==> src/rtl/activation_unit.sv <==
// activation_unit: per-lane activation (ReLU, leaky ReLU, ReLU6, pass-through)
// over a LANES-wide, valid/ready streamed vector. It uses a two-stage pipeline
// with full-rate backpressure, vector framing from an internal beat counter,
// and reporting of length errors against the producer's in_last marker.
module activation_unit #(
    parameter int DATA_WIDTH = 16,
    parameter int FRAC_BITS  = 8,
    parameter int LANES      = 4,
    parameter int VEC_LEN    = 128,
    parameter int LEAK_SHIFT = 3
) (
    input  logic                          clk,
    input  logic                          reset_n,
    input  logic [1:0]                    mode,
    input  logic                          in_valid,
    output logic                          in_ready,
    input  logic [LANES*DATA_WIDTH-1:0]   in_data,
    input  logic                          in_last,
    output logic                          out_valid,
    input  logic                          out_ready,
    output logic [LANES*DATA_WIDTH-1:0]   out_data,
    output logic                          out_last,
    output logic                          done,
    output logic                          busy,
    output logic                          len_err
);

    localparam int BEATS = VEC_LEN / LANES;
    localparam int CNT_W = (BEATS > 1) ? $clog2(BEATS) : 1;
    localparam logic [CNT_W-1:0] LAST_BEAT = CNT_W'(BEATS - 1);

    localparam logic [1:0] MODE_RELU  = 2'b00;
    localparam logic [1:0] MODE_LEAKY = 2'b01;
    localparam logic [1:0] MODE_RELU6 = 2'b10;
    localparam logic [1:0] MODE_PASS  = 2'b11;

    // 6.0 in the chosen fixed-point format (16'h0600 for Q8.8)
    localparam logic signed [DATA_WIDTH-1:0] RELU6_MAX = DATA_WIDTH'(6 << FRAC_BITS);

    // Beat framing
    logic [CNT_W-1:0]             cnt;
    logic [1:0]                   mode_q;
    logic                         at_first;
    logic                         at_last;
    logic [1:0]                   beat_mode;
    logic                         beat_last;
    logic                         in_hs;

    // Pipeline stage 1: raw beat plus the mode it must be processed with
    logic                         s1_valid;
    logic [LANES*DATA_WIDTH-1:0]  s1_data;
    logic [1:0]                   s1_mode;
    logic                         s1_last;
    logic                         s1_adv;

    // Pipeline stage 2: activated beat, drives the output port directly
    logic                         s2_valid;
    logic [LANES*DATA_WIDTH-1:0]  s2_data;
    logic                         s2_last;
    logic                         s2_free;

    logic [LANES*DATA_WIDTH-1:0]  act_data;

    // Handshake, stall propagation and per-beat framing decisions
    always_comb begin
        s2_free   = !s2_valid || out_ready;
        s1_adv    = s1_valid && s2_free;
        in_ready  = !s1_valid || s1_adv;
        in_hs     = in_valid && in_ready;
        at_first  = (cnt == '0);
        at_last   = (cnt == LAST_BEAT);
        // Beat 0 takes the live mode; later beats reuse the value latched on beat 0
        beat_mode = at_first ? mode : mode_q;
        // A beat closes the vector at the counted end or on an early in_last
        beat_last = at_last || in_last;
    end

    // Beat counter, per-vector mode latch and length-error pulse
    always_ff @(posedge clk or negedge reset_n) begin
        if (!reset_n) begin
            cnt     <= '0;
            mode_q  <= '0;
            len_err <= 1'b0;
        end else begin
            len_err <= in_hs && (in_last != at_last);
            if (in_hs) begin
                if (at_first) begin
                    mode_q <= mode;
                end
                if (beat_last) begin
                    cnt <= '0;
                end else begin
                    cnt <= cnt + 1'b1;
                end
            end
        end
    end

    // Stage 1 register: load on input handshake, empty when it drains forward
    always_ff @(posedge clk or negedge reset_n) begin
        if (!reset_n) begin
            s1_valid <= 1'b0;
            s1_data  <= '0;
            s1_mode  <= '0;
            s1_last  <= 1'b0;
        end else if (in_hs) begin
            s1_valid <= 1'b1;
            s1_data  <= in_data;
            s1_mode  <= beat_mode;
            s1_last  <= beat_last;
        end else if (s1_adv) begin
            s1_valid <= 1'b0;
        end
    end

    // Per-lane activation of the stage-1 beat
    always_comb begin
        logic signed [DATA_WIDTH-1:0] x;
        logic signed [DATA_WIDTH-1:0] y;
        act_data = '0;
        for (int unsigned k = 0; k < LANES; k++) begin
            x = $signed(s1_data[k*DATA_WIDTH +: DATA_WIDTH]);
            y = x;
            case (s1_mode)
                MODE_RELU: begin
                    if (x[DATA_WIDTH-1]) begin
                        y = '0;
                    end
                end
                MODE_LEAKY: begin
                    if (x[DATA_WIDTH-1]) begin
                        y = x >>> LEAK_SHIFT;
                    end
                end
                MODE_RELU6: begin
                    if (x[DATA_WIDTH-1]) begin
                        y = '0;
                    end else if (x > RELU6_MAX) begin
                        y = RELU6_MAX;
                    end
                end
                MODE_PASS: begin
                    y = x;
                end
                default: begin
                    y = x;
                end
            endcase
            act_data[k*DATA_WIDTH +: DATA_WIDTH] = y;
        end
    end

    // Stage 2 register: holds its beat steady until the consumer takes it
    always_ff @(posedge clk or negedge reset_n) begin
        if (!reset_n) begin
            s2_valid <= 1'b0;
            s2_data  <= '0;
            s2_last  <= 1'b0;
        end else if (s1_adv) begin
            s2_valid <= 1'b1;
            s2_data  <= act_data;
            s2_last  <= s1_last;
        end else if (out_ready) begin
            s2_valid <= 1'b0;
        end
    end

    // Completion pulse one cycle after the final beat leaves
    always_ff @(posedge clk or negedge reset_n) begin
        if (!reset_n) begin
            done <= 1'b0;
        end else begin
            done <= s2_valid && out_ready && s2_last;
        end
    end

    // Output and status wiring
    always_comb begin
        out_valid = s2_valid;
        out_data  = s2_data;
        out_last  = s2_last;
        busy      = (cnt != '0) || s1_valid || s2_valid;
    end

endmodule

==> config.mk <==
export PLATFORM = sky130hd
export DESIGN_NAME = activation_unit
export DESIGN_NICKNAME = d
export VERILOG_FILES = /design/src/rtl/activation_unit.sv
export SDC_FILE = /design/constraint.sdc
export NUM_CORES = 1
export LEC_CHECK = 0
export BUFFER_PORTS_ARGS = -buffer_cell sky130_fd_sc_hd__buf_2
export CAP_MARGIN = 10
export CORE_UTILIZATION = 30
export CTS_CLUSTER_SIZE = 24
export DETAILED_ROUTE_END_ITERATION = 8
export PLACE_DENSITY = 0.57
export SKIP_CTS_REPAIR_TIMING = 1
export SLEW_MARGIN = 15
export SYNTH_ARGS = -nofsm -noshare
export SYNTH_HDL_FRONTEND = slang
export SYNTH_SLANG_ARGS = --single-unit
export TNS_END_PERCENT = 20
==> constraint.sdc <==
create_clock -name clk -period 4.5 [get_ports clk]
set_input_delay 0.675 -clock clk [delete_from_list [all_inputs] [get_ports clk]]
set_output_delay 0.675 -clock clk [all_outputs]
set_load 0.01 [all_outputs]
; Word-level counts from Yosys, hierarchy flattened
; Index checks and enable logic that the tools add are counted.
[word_totals]
ff_bits = 141
input_bits = 71
out_inout_bits = 70
[classes]
add_sub_neg = 1
order_cmp = 4
n_eq_ne = 5
muxes = 26
n_reduce_logical = 18
[ops]
columns = op, n
row1 = case mux 16 bit (4 select lines), 4
row2 = two-way mux 15 bit, 12
row3 = "greater-than comparator 16 x 12 -> 1 bit, second input constant", 4
row4 = two-way mux 16 bit, 4
row5 = "adder 5 x 1 -> 5 bit, second input constant", 1
row6 = "equality test 5 bit, second input constant", 1
row7 = logical AND 1 bit, 5
row8 = logical NOT 5 bit, 1
row9 = logical OR 1 bit, 5
row10 = two-way mux 5 bit, 1
row11 = nonzero test 5 bit, 1
row12 = "equality test 2 bit, second input constant", 2
row13 = two-way mux 1 bit, 4
row14 = nonzero test 2 bit, 2
row15 = "equality test 2 x 1 -> 1 bit, second input constant", 1
row16 = logical NOT 1 bit, 2
row17 = logical NOT 2 bit, 1
row18 = two-way mux 2 bit, 1
row19 = AND reduction 2 bit, 1
row20 = != test 1 bit, 1

; Longest topological paths before layout
; Gate-level depths: netlist (run 1).
[logic_depth]
ltp_word = 6
ltp_mapped = 8

; Worst setup path before layout (run 1)
; Ideal clock, no wire load.
[synth_path]
path_kind = register to output
from = register cnt[0]
to = output busy
t_arrival_ns = 1.354
required_time_ns = 3.825
path_slack_ns = 2.471
path_stages_with_launch = 5
path_buffers = 0
cell_sequence = dfrtp_1 > inv_1 > ha_1 > or4b_1 > or3_1
[synth_between]
elab_chain_cells = 3
[synth_lines]
columns = item, line_no
row1 = from (decl), 41  ; logic [CNT_W-1:0] cnt;
row2 = from (signal assigned), 93  ; cnt <= cnt + 1'b1;
row3 = nonzero test 5 bit, 182  ; busy = (cnt != '0) || s1_valid || s2_valid;
row4 = logical OR 1 bit (2 in series), 182
row5 = to (decl), 24  ; output logic busy,
; No other way between the ends.

; Worst setup path after layout (run 1)
; Same ends and word-level chain as after synthesis.

==> flow_metrics.py, run 1 <==
metrics = {
    "layout": {
        "finalNonFillerCells": 1166,
        "finish.utilization_pct": 37.6,
        "final_nets": 946,
        "nFillCells": 2275,
        "area.sequential_um2": 3530,
        "syn2layout_area_growth_pct": 22.6,
        "drive_above_1_share_pct": 24.0,
        "final_area_um2": 8220,
        "multi_input_area_um2": 2940,
    },
    "synthesis": {
        "synth_area_leaders": "dfrtp_1 (53%), nand2_1 (15%), a311oi_2 (4.0%), a211oi_1 (3.1%), o21ai_0 (2.8%)",
        "ys_async_sr_fraction_pct": 100,
        "synth_area_per_cell_um2": 8.89,
        "yosys_register_bits": 141,
        "synth_cell_type_count": 43,
        "mappedNetlistArea_um2": 6710,
        "yosysTopAreaCellShare_pct": 52.6,
        "synth_top_area_cell": "dfrtp_1",
        "syn_nets": 829,
        "synth.most_common_cell": "nand2_1",
        "yosys_warnings": 0,
        "synth_flop_cell": "dfrtp_1",
        "yosysSeqAreaShare_pct": 52.6,
        "synth_edf_count": 0,
        "syn-instance-count": 754,
        "netlist_top_cells_count": "nand2_1 (265), dfrtp_1 (141), nor2_1 (44)",
    },
    "placed_design": {
        "dp_cells": 1132,
        "gp_congestion": 0.791,
        "port_buffers": 140,
        "hpwlAfterDp_um": 13000,
        "place_area_um2": 7610,
    },
    "power": {
        "power.switching_mw": 1.62,
        "p_int_mw": 2.99,
        "ir_drop_uv": 278,
        "p_seq_share_pct": 41.5,
        "combPwrFrac_pct": 27.1,
        "p_sw_share_pct": 35.1,
        "p_leak_nw": 3.89,
        "p_per_area_nw_per_um2": 561,
        "clkPwrFrac_pct": 31.4,
        "power_mw": 4.61,
    },
    "die": {
        "die_h_um": 152,
        "std_cell_rows": 54,
        "ios": 141,
        "fp.coreArea_um2": 21900,
        "die_w_um": 152,
        "start_util_pct": 30.6,
        "fp.dieArea_um2": 23000,
    },
    "sta": {
        "worst_pin_slew_ps": 1000,
        "hold_viol": 0,
        "period_minus_slack_ps": 2630,
        "finalCritPeriodShare_pct": 58.4,
        "finalSetupViolCount": 0,
        "timing.fmax_mhz": 380,
        "slew-limit-headroom_pct": 33.3,
        "skew_ps": 11.2,
        "finalSetupTns_ps": 0,
        "rsz0062_at_grt": "false",
        "maxSlewViolCount": 0,
    },
    "worst_setup_path": {
        "cp_slowest_stage_delay_ps": 430,
        "cp_cell_sequence": "inv_1, ha_1, or4b_1, or3_1, buf_2",
        "crit_start": "cnt[0]$_DFFE_PN0P_",
        "cp_top_family": "simple AND/OR/NAND/NOR gates",
        "crit_buf_inv": 2,
        "r2r_end": "out_data[36]$_DFFE_PN0P_",
        "path_max_fanout": 5,
        "crit_type": "reg2out",
        "slowest_stage": "or4b_1",
        "r2r.worst_path.cells": 5,
        "regToRegSetupSlack_ps": 2160,
        "r2r_start": "s1_mode[1]$_DFFE_PN0P_",
        "worstSetupEndpointType": "primary output",
        "start_kind": "flop",
        "arrival_ps": 1960,
        "worstPathRequired_ps": 3830,
    },
    "clock_network": {
        "ctsLongestPathBuffers": 2,
        "cts.sinks": 141,
        "clkTransAtPathRegs_ps": 60,
        "clk_latency_ps": 430,
        "numCtsBuffers": 17,
        "cts_tree": "done",
        "h-tree-depth": 4,
        "cts-root-buf": "clkbuf_16",
    },
    "run": {
        "drv_cap": 0,
    },
    "global_routing": {
        "overflow": 0,
        "grt_util_all_layers_pct": 17.0,
        "first_global_vias": 5430,
        "antenna_found_initial": 3,
        "grt_pass1_wl_um": 29500,
        "grt_max_degree": 96,
    },
    "drt": {
        "drcViolationCount": 0,
        "routed-via-count": 5668,
        "ant_nets": 0,
        "wl_um": 18600,
        "drtIter0Drc": 325,
        "wl_per_cell_um": 16.0,
        "vias_per_cell": 4.86,
        "dr.pass1.iters": 4,
    },
    "run_status": {
        "outcome": "finished, final reports clean",
    },
    "min_path": {
        "hold_path_class": "in2async",
    },
}
==> cells in the final DEF, fill, tap and decap left out, drive strengths merged, types with 10 or more instances in the layout <==
master	Yosys	layout
dfrtp	141	141
a221oi	12	12
nand2b	16	16
nor2b	11	11
nor2	46	46
a21oi	33	33
a311oi	18	18
nand2	265	265
o21ai	38	38
buf	19	148
clkbuf	31	19
inv	7	10
nor3	14	14
a211oi	29	29
==> metrics by stage <==
stage / hold WS, ps / setup WS (ps)
global placement: 460 / 1810
CTS: 377 / 1850
floorplan: 379 / 2470
global route: 420 / 1780
finish: 316 / 1870
detailed placement: 453 / 1800
==> sequential cells by signal, indices dropped and copies added, names as in the netlist, 2 cells and up <==
name,flops
s1_data,64
out_data,64
cnt,5
s1_mode,2
==> worst max path at each step <==
stage                                     endpoint  slack [ps]  depth (start not counted)
after floorplan                               busy        2470                          4
after global placement    out_data[17]$_DFFE_PN0P_        1810                          5
after detailed placement   out_data[2]$_DFFE_PN0P_        1800                          5
after CTS                                     busy        1850                          5
after global routing                          busy        1780                          5
final                                         busy        1870                          5
==> cell type report <==
cell class	instances	share of cell area, %
diodes	2	0.0609
clock inverters	13	1.98
clock buffers	19	5.39
multi-input cells	556	35.7
flip-flops and latches	141	42.9
repair buffers	148	9.33
well taps	280	4.26
inverters	7	0.320
==> logic make-up after synthesis <==
family          share of synthesized area (%)
mux                                     0.336
simple gates                             24.6
buf+inv                                  3.69
compound gates                           18.0
fa+ha+maj                               0.746
flops                                    52.6
==> power groups by stage <==
stage | clock [mW] | combinational, mW | sequential, mW
after floorplan | 0 | 0.734 | 1.91
after global placement | 0 | 1.24 | 1.94
after detailed placement | 0 | 1.27 | 1.93
after CTS | 1.47 | 1.27 | 1.92
after global routing | 1.54 | 1.41 | 1.96
final | 1.45 | 1.25 | 1.91
==> routing by layer <==
layer | vias to the layer above | track usage (%) | part of all wire, % | routed length (µm)
met4 | 2 | 5.64 | 1.5 | 283
met5 | - | 0 | 0.070 | 13
li1 | 2829 | - | - | -
met1 | 2698 | 22.9 | 47 | 8670
met3 | 22 | 5.18 | 5.6 | 1040
met2 | 117 | 25.9 | 46 | 8620
Power figures use the tool's default switching activity.
==> inputs of run 2 (changes only) <==
clock period = 2.7 ns   (was 4.5 ns; I/O delays follow)
==> run 2 against run 1 <==
  * Clock skew decreased by 3.1 ps
  * Total power increased by 72%
  * Sequential cell count unchanged
  * Combinational power increased by 77%
==> flow_metrics.py, run 2 (synthesized netlist as in run 1, its figures left out) <==
metrics = {
    "run_status": {
        "outcome": "finished, final reports clean",
    },
    "placed_design": {
        "gp_congestion": 0.773,
        "place_area_um2": 7740,
        "hpwlAfterDp_um": 13200,
        "port_buffers": 140,
        "dp_cells": 1142,
    },
    "drt": {
        "wl_met2_um": 8590,
        "drcViolationCount": 0,
        "wl_per_cell_um": 16.0,
        "drtIter0Drc": 239,
        "routed-via-count": 5749,
        "vias_per_cell": 4.89,
        "routed.top_layer": "met5",
        "ant_nets": 0,
        "dr.pass1.iters": 5,
        "wl_um": 18900,
        "met1Wirelength_um": 8810,
        "met3WireLength_um": 1100,
    },
    "min_path": {
        "hold_path_class": "in2reg",
        "whs_path_depth": 3,
    },
    "layout": {
        "syn2layout_area_growth_pct": 25.1,
        "final_nets": 957,
        "drive_above_1_share_pct": 24.9,
        "layout_commonest_cell": "nand2_1",
        "antenna_cells": 0,
        "final_area_um2": 8390,
        "final_cell_mix": "nand2_1 (263), dfrtp_1 (141), buf_2 (139), nor2_1 (43), o21ai_0 (38)",
        "finalNonFillerCells": 1175,
    },
    "sta": {
        "rsz0062_at_grt": "false",
        "slew-limit-headroom_pct": 30.9,
        "timing.hold.ws_ps": 164,
        "timing.fmax_mhz": 419,
        "finalSetupTns_ps": 0,
        "finalCritPeriodShare_pct": 88.4,
        "worst_pin_slew_ps": 1030,
        "hold_viol": 0,
        "maxSlewViolCount": 0,
        "period_minus_slack_ps": 2390,
        "finalSetupViolCount": 0,
        "skew_ps": 8.07,
    },
    "worst_setup_path": {
        "path_max_fanout": 5,
        "crit_buf_inv": 2,
        "cp_top_family": "simple AND/OR/NAND/NOR gates",
        "cp_slowest_stage_delay_ps": 470,
        "r2r.worst_path.cells": 5,
        "crit_type": "reg2out",
        "cp_cell_sequence": "inv_1, ha_1, or4b_1, or3_1, buf_2",
        "arrival_ps": 1980,
        "crit_cells": 5,
        "slowest_stage": "or4b_1",
        "worstPathRequired_ps": 2300,
        "start_kind": "flop",
        "worstSetupEndpointType": "primary output",
    },
    "power": {
        "p_per_area_nw_per_um2": 945,
        "ir_drop_uv": 429,
        "p_leak_nw": 3.97,
        "power_mw": 7.93,
    },
    "global_routing": {
        "overflow": 0,
        "grt_max_degree": 71,
        "grt_pass1_wl_um": 30400,
        "first_global_vias": 5657,
        "grt_util_all_layers_pct": 17.5,
        "antenna_found_initial": 1,
    },
    "clock_network": {
        "clkTransAtPathRegs_ps": 60,
        "cts_tree": "done",
        "ctsLongestPathBuffers": 2,
        "numCtsBuffers": 17,
        "cts-root-buf": "clkbuf_16",
        "cts.sinks": 141,
        "clk_latency_ps": 430,
        "h-tree-depth": 4,
    },
    "die": {
        "fp.dieArea_um2": 23000,
        "std_cell_rows": 54,
        "die_w_um": 152,
        "die_h_um": 152,
        "ios": 141,
        "fp.coreArea_um2": 21900,
        "start_util_pct": 30.6,
    },
    "run": {
        "drv_cap": 0,
    },
}
[run 2: cell count changes in the layout (fill, tap and decap cells not counted), sizes merged]
cell / delta
clkinv: -4
clkbuf: -1
clkinvlp: +2
dlygate4sd3: +1
bufinv: +1
inv: +2
buf: +10
diode: -2
[run 2: area by class of cell]
| class | instances | area (µm²) |
|---|---|---|
| Fill cell | 2257 | 13500 |
| Timing Repair Buffer | 159 | 902 |
| Inverter | 7 | 26.3 |
| Clock inverter | 14 | 206 |
| Sequential cell | 141 | 3530 |
| Multi-Input combinational cell | 556 | 2940 |
| Clock buffer | 18 | 439 |
| Tap cell | 280 | 350 |
[run 2: through the flow]
step           setup slack [ps]  util [%]
4_1_cts                     284      38.3
3_5_place_dp                451      35.3
6_report                    313      38.3
3_3_place_gp                523      35.3
5_1_grt                     223      38.3
2_1_floorplan               941         -
[run 2: worst paths after layout]
check | start | end | slack (ps)
max | cnt[0]$_DFFE_PN0P_ | busy | 310
min | in_data[59] | s1_data[59]$_DFFE_PN0P_ | 160
max reg2reg | out_valid$_DFFE_PN0P_ | out_data[3]$_DFFE_PN0P_ | 600
min reg2reg | s1_last$_DFFE_PN0P_ | out_last$_DFFE_PN0P_ | 470
max in group asynchronous | reset_n | out_data[47]$_DFFE_PN0P_ | 1460
min in group asynchronous | reset_n | s1_data[33]$_DFFE_PN0P_ | 500
[run 2: per-layer routing]
metal	vias to the layer above	GRT usage, %
li1	2856	-
met2	151	26.3
met5	-	0
met4	2	6.78
met3	23	5.27
met1	2717	23.6
[run 2: where the power goes]
| part | leakage [nW] | internal, mW | switching, mW |
|---|---|---|---|
| sequential | 1.74 | 2.64 | 0.506 |
| clock | 0.311 | 1.59 | 0.981 |
| combinational | 1.91 | 0.916 | 1.30 |
| total | 3.97 | 5.15 | 2.78 |
[run 2: worst min-delay path, delay by kind of cell]
family	cells	cell delay, ps
buffers and inverters	1	70
AND/OR/NAND/NOR	2	80
==> inputs of run 3 (changes only) <==
--- a/constraint.sdc
+++ b/constraint.sdc
@@ -3,2 +3,2 @@
 set_output_delay 0.405 -clock clk [all_outputs]
-set_load 0.01 [all_outputs]
+set_load 0.05 [all_outputs]
==> run 3 against run 2 <==
  * Via count grew 1.1%
  * Core utilization shrank 0.47 points
  * Sequential power is essentially flat
  * Combinational power grew 53%
  * Clock power shrank 13%
  * Largest power group is now combinational logic
  * Clock skew grew 3.9 ps
==> flow_metrics.py, run 3 (synthesized netlist as in run 1, its figures left out) <==
metrics = {
    "drt": {
        "vias_per_cell": 4.94,
        "dr.pass1.iters": 5,
        "routed-via-count": 5810,
        "wl_per_cell_um": 16.0,
        "ant_nets": 0,
        "drtIter0Drc": 391,
        "drcViolationCount": 0,
        "wl_um": 18800,
    },
    "global_routing": {
        "overflow": 0,
        "grt_pass1_wl_um": 30100,
        "antenna_found_initial": 0,
        "first_global_vias": 5561,
        "grt_max_degree": 50,
        "grt_util_all_layers_pct": 17.4,
    },
    "layout": {
        "syn2layout_area_growth_pct": 23.6,
        "final_nets": 958,
        "antenna_cells": 0,
        "layout_commonest_cell": "nand2_1",
        "drive_above_1_share_pct": 24.8,
        "nFillCells": 2279,
        "final_cell_mix": "nand2_1 (263), dfrtp_1 (141), buf_2 (139), nor2_1 (43), o21ai_0 (38)",
        "finalNonFillerCells": 1176,
    },
    "clock_network": {
        "clkTransAtPathRegs_ps": 70,
        "clk_latency_ps": 430,
        "cts.sinks": 141,
        "ctsLongestPathBuffers": 2,
        "h-tree-depth": 4,
        "numCtsBuffers": 17,
        "cts-root-buf": "clkbuf_16",
        "cts_tree": "done",
    },
    "power": {
        "p_sw_share_pct": 44.5,
        "p_per_area_nw_per_um2": 1050,
        "p_leak_nw": 3.91,
        "clkPwrFrac_pct": 25.6,
        "power.switching_mw": 3.89,
        "power_mw": 8.74,
        "p_int_mw": 4.85,
        "p_seq_share_pct": 35.7,
        "ir_drop_uv": 462,
        "combPwrFrac_pct": 38.7,
    },
    "placed_design": {
        "dp_cells": 1143,
        "hpwlAfterDp_um": 13400,
        "gp_congestion": 0.766,
        "port_buffers": 140,
    },
    "worst_setup_path": {
        "cp_slowest_stage_delay_ps": 440,
        "start_kind": "flop",
        "worstPathRequired_ps": 2300,
        "path_max_fanout": 5,
        "slowest_stage": "or4b_1",
        "crit_type": "reg2out",
        "cp_cell_sequence": "inv_1, ha_1, or4b_1, or3_1, buf_2",
        "worstSetupEndpointType": "primary output",
        "arrival_ps": 2030,
    },
    "run": {
        "drv_cap": 0,
    },
    "min_path": {
        "hold_path_class": "in2reg",
    },
    "sta": {
        "rsz0062_at_grt": "false",
        "worst_pin_slew_ps": 873,
        "maxSlewViolCount": 0,
        "finalSetupViolCount": 0,
        "timing.hold.ws_ps": 164,
        "hold_viol": 0,
        "slew-limit-headroom_pct": 41.5,
        "finalSetupTns_ps": 0,
        "finalCritPeriodShare_pct": 90.0,
        "period_minus_slack_ps": 2430,
        "timing.fmax_mhz": 411,
        "skew_ps": 12.0,
    },
    "die": {
        "std_cell_rows": 54,
        "fp.coreArea_um2": 21900,
        "die_h_um": 152,
        "start_util_pct": 30.6,
        "ios": 141,
        "fp.dieArea_um2": 23000,
        "die_w_um": 152,
    },
    "run_status": {
        "outcome": "finished, final reports clean",
    },
}
==> run 3: cell types whose count changed in the layout (fill, tap and decap cells not counted), sizes merged <==
cell	before	now
buf	158	159
inv	12	9
bufinv	4	1
clkinvlp	2	4
clkinv	3	5
clkbuf	18	20
==> run 3: per-layer routing <==
layer,global-route usage [%],vias to the layer above,wire [µm]
li1,-,2857,-
met1,23.4,2770,8630
met2,26.3,158,8630
met3,4.70,25,1190
met4,6.83,0,393
met5,0,-,0
==> run 3: final timing paths <==
| check | startpoint | endpoint | slack [ps] | cells after the start |
|---|---|---|---|---|
| max in group asynchronous | reset_n | out_data[25]$_DFFE_PN0P_ | 1530 | 3 |
| worst max-delay path | cnt[0]$_DFFE_PN0P_ | busy | 270 | 5 |
| worst min-delay path | in_data[55] | s1_data[55]$_DFFE_PN0P_ | 160 | 3 |
| worst min register to register | s1_last$_DFFE_PN0P_ | out_last$_DFFE_PN0P_ | 480 | 2 |
| worst max register to register | out_valid$_DFFE_PN0P_ | out_data[0]$_DFFE_PN0P_ | 670 | 4 |
| min in group asynchronous | reset_n | s1_data[33]$_DFFE_PN0P_ | 480 | 2 |
==> run 3: final cells by class <==
| class | count | area (µm²) | area share (%) |
|---|---|---|---|
| inverter | 7 | 26.3 | 0.317 |
| sequential | 141 | 3530 | 42.6 |
| timing repair buffer | 160 | 885 | 10.7 |
| multi-input combinational | 556 | 2940 | 35.5 |
| tap | 280 | 350 | 4.23 |
| clock buffer | 20 | 447 | 5.39 |
| clock inverter | 12 | 114 | 1.37 |
==> run 3: through the flow <==
| stage | util, % | setup WS (ps) | cell area (µm²) |
|---|---|---|---|
| floorplan | - | 499 | 6710 |
| global placement | 35.3 | 635 | 7720 |
| detailed placement | 35.3 | 554 | 7720 |
| CTS | 37.8 | 252 | 8280 |
| global route | 37.9 | 200 | 8290 |
| finish | 37.9 | 270 | 8290 |
==> run 3: critical path: cells and delay by family, from the launching register on <==
| family | cells | cell delay, ps |
|---|---|---|
| buffers and inverters | 2 | 300 |
| adders and majority gates | 1 | 120 |
| and+or+nand+nor | 2 | 750 |
| DFF | 1 | 420 |
==> run 3: power by group through the flow <==
stage	clock (mW)	sequential [mW]	combinational (mW)
floorplan	0	4.31	1.23
global placement	0	3.16	3.36
detailed placement	0	3.15	3.40
CTS	2.28	3.12	3.41
global route	2.38	3.19	3.66
finish	2.24	3.12	3.38
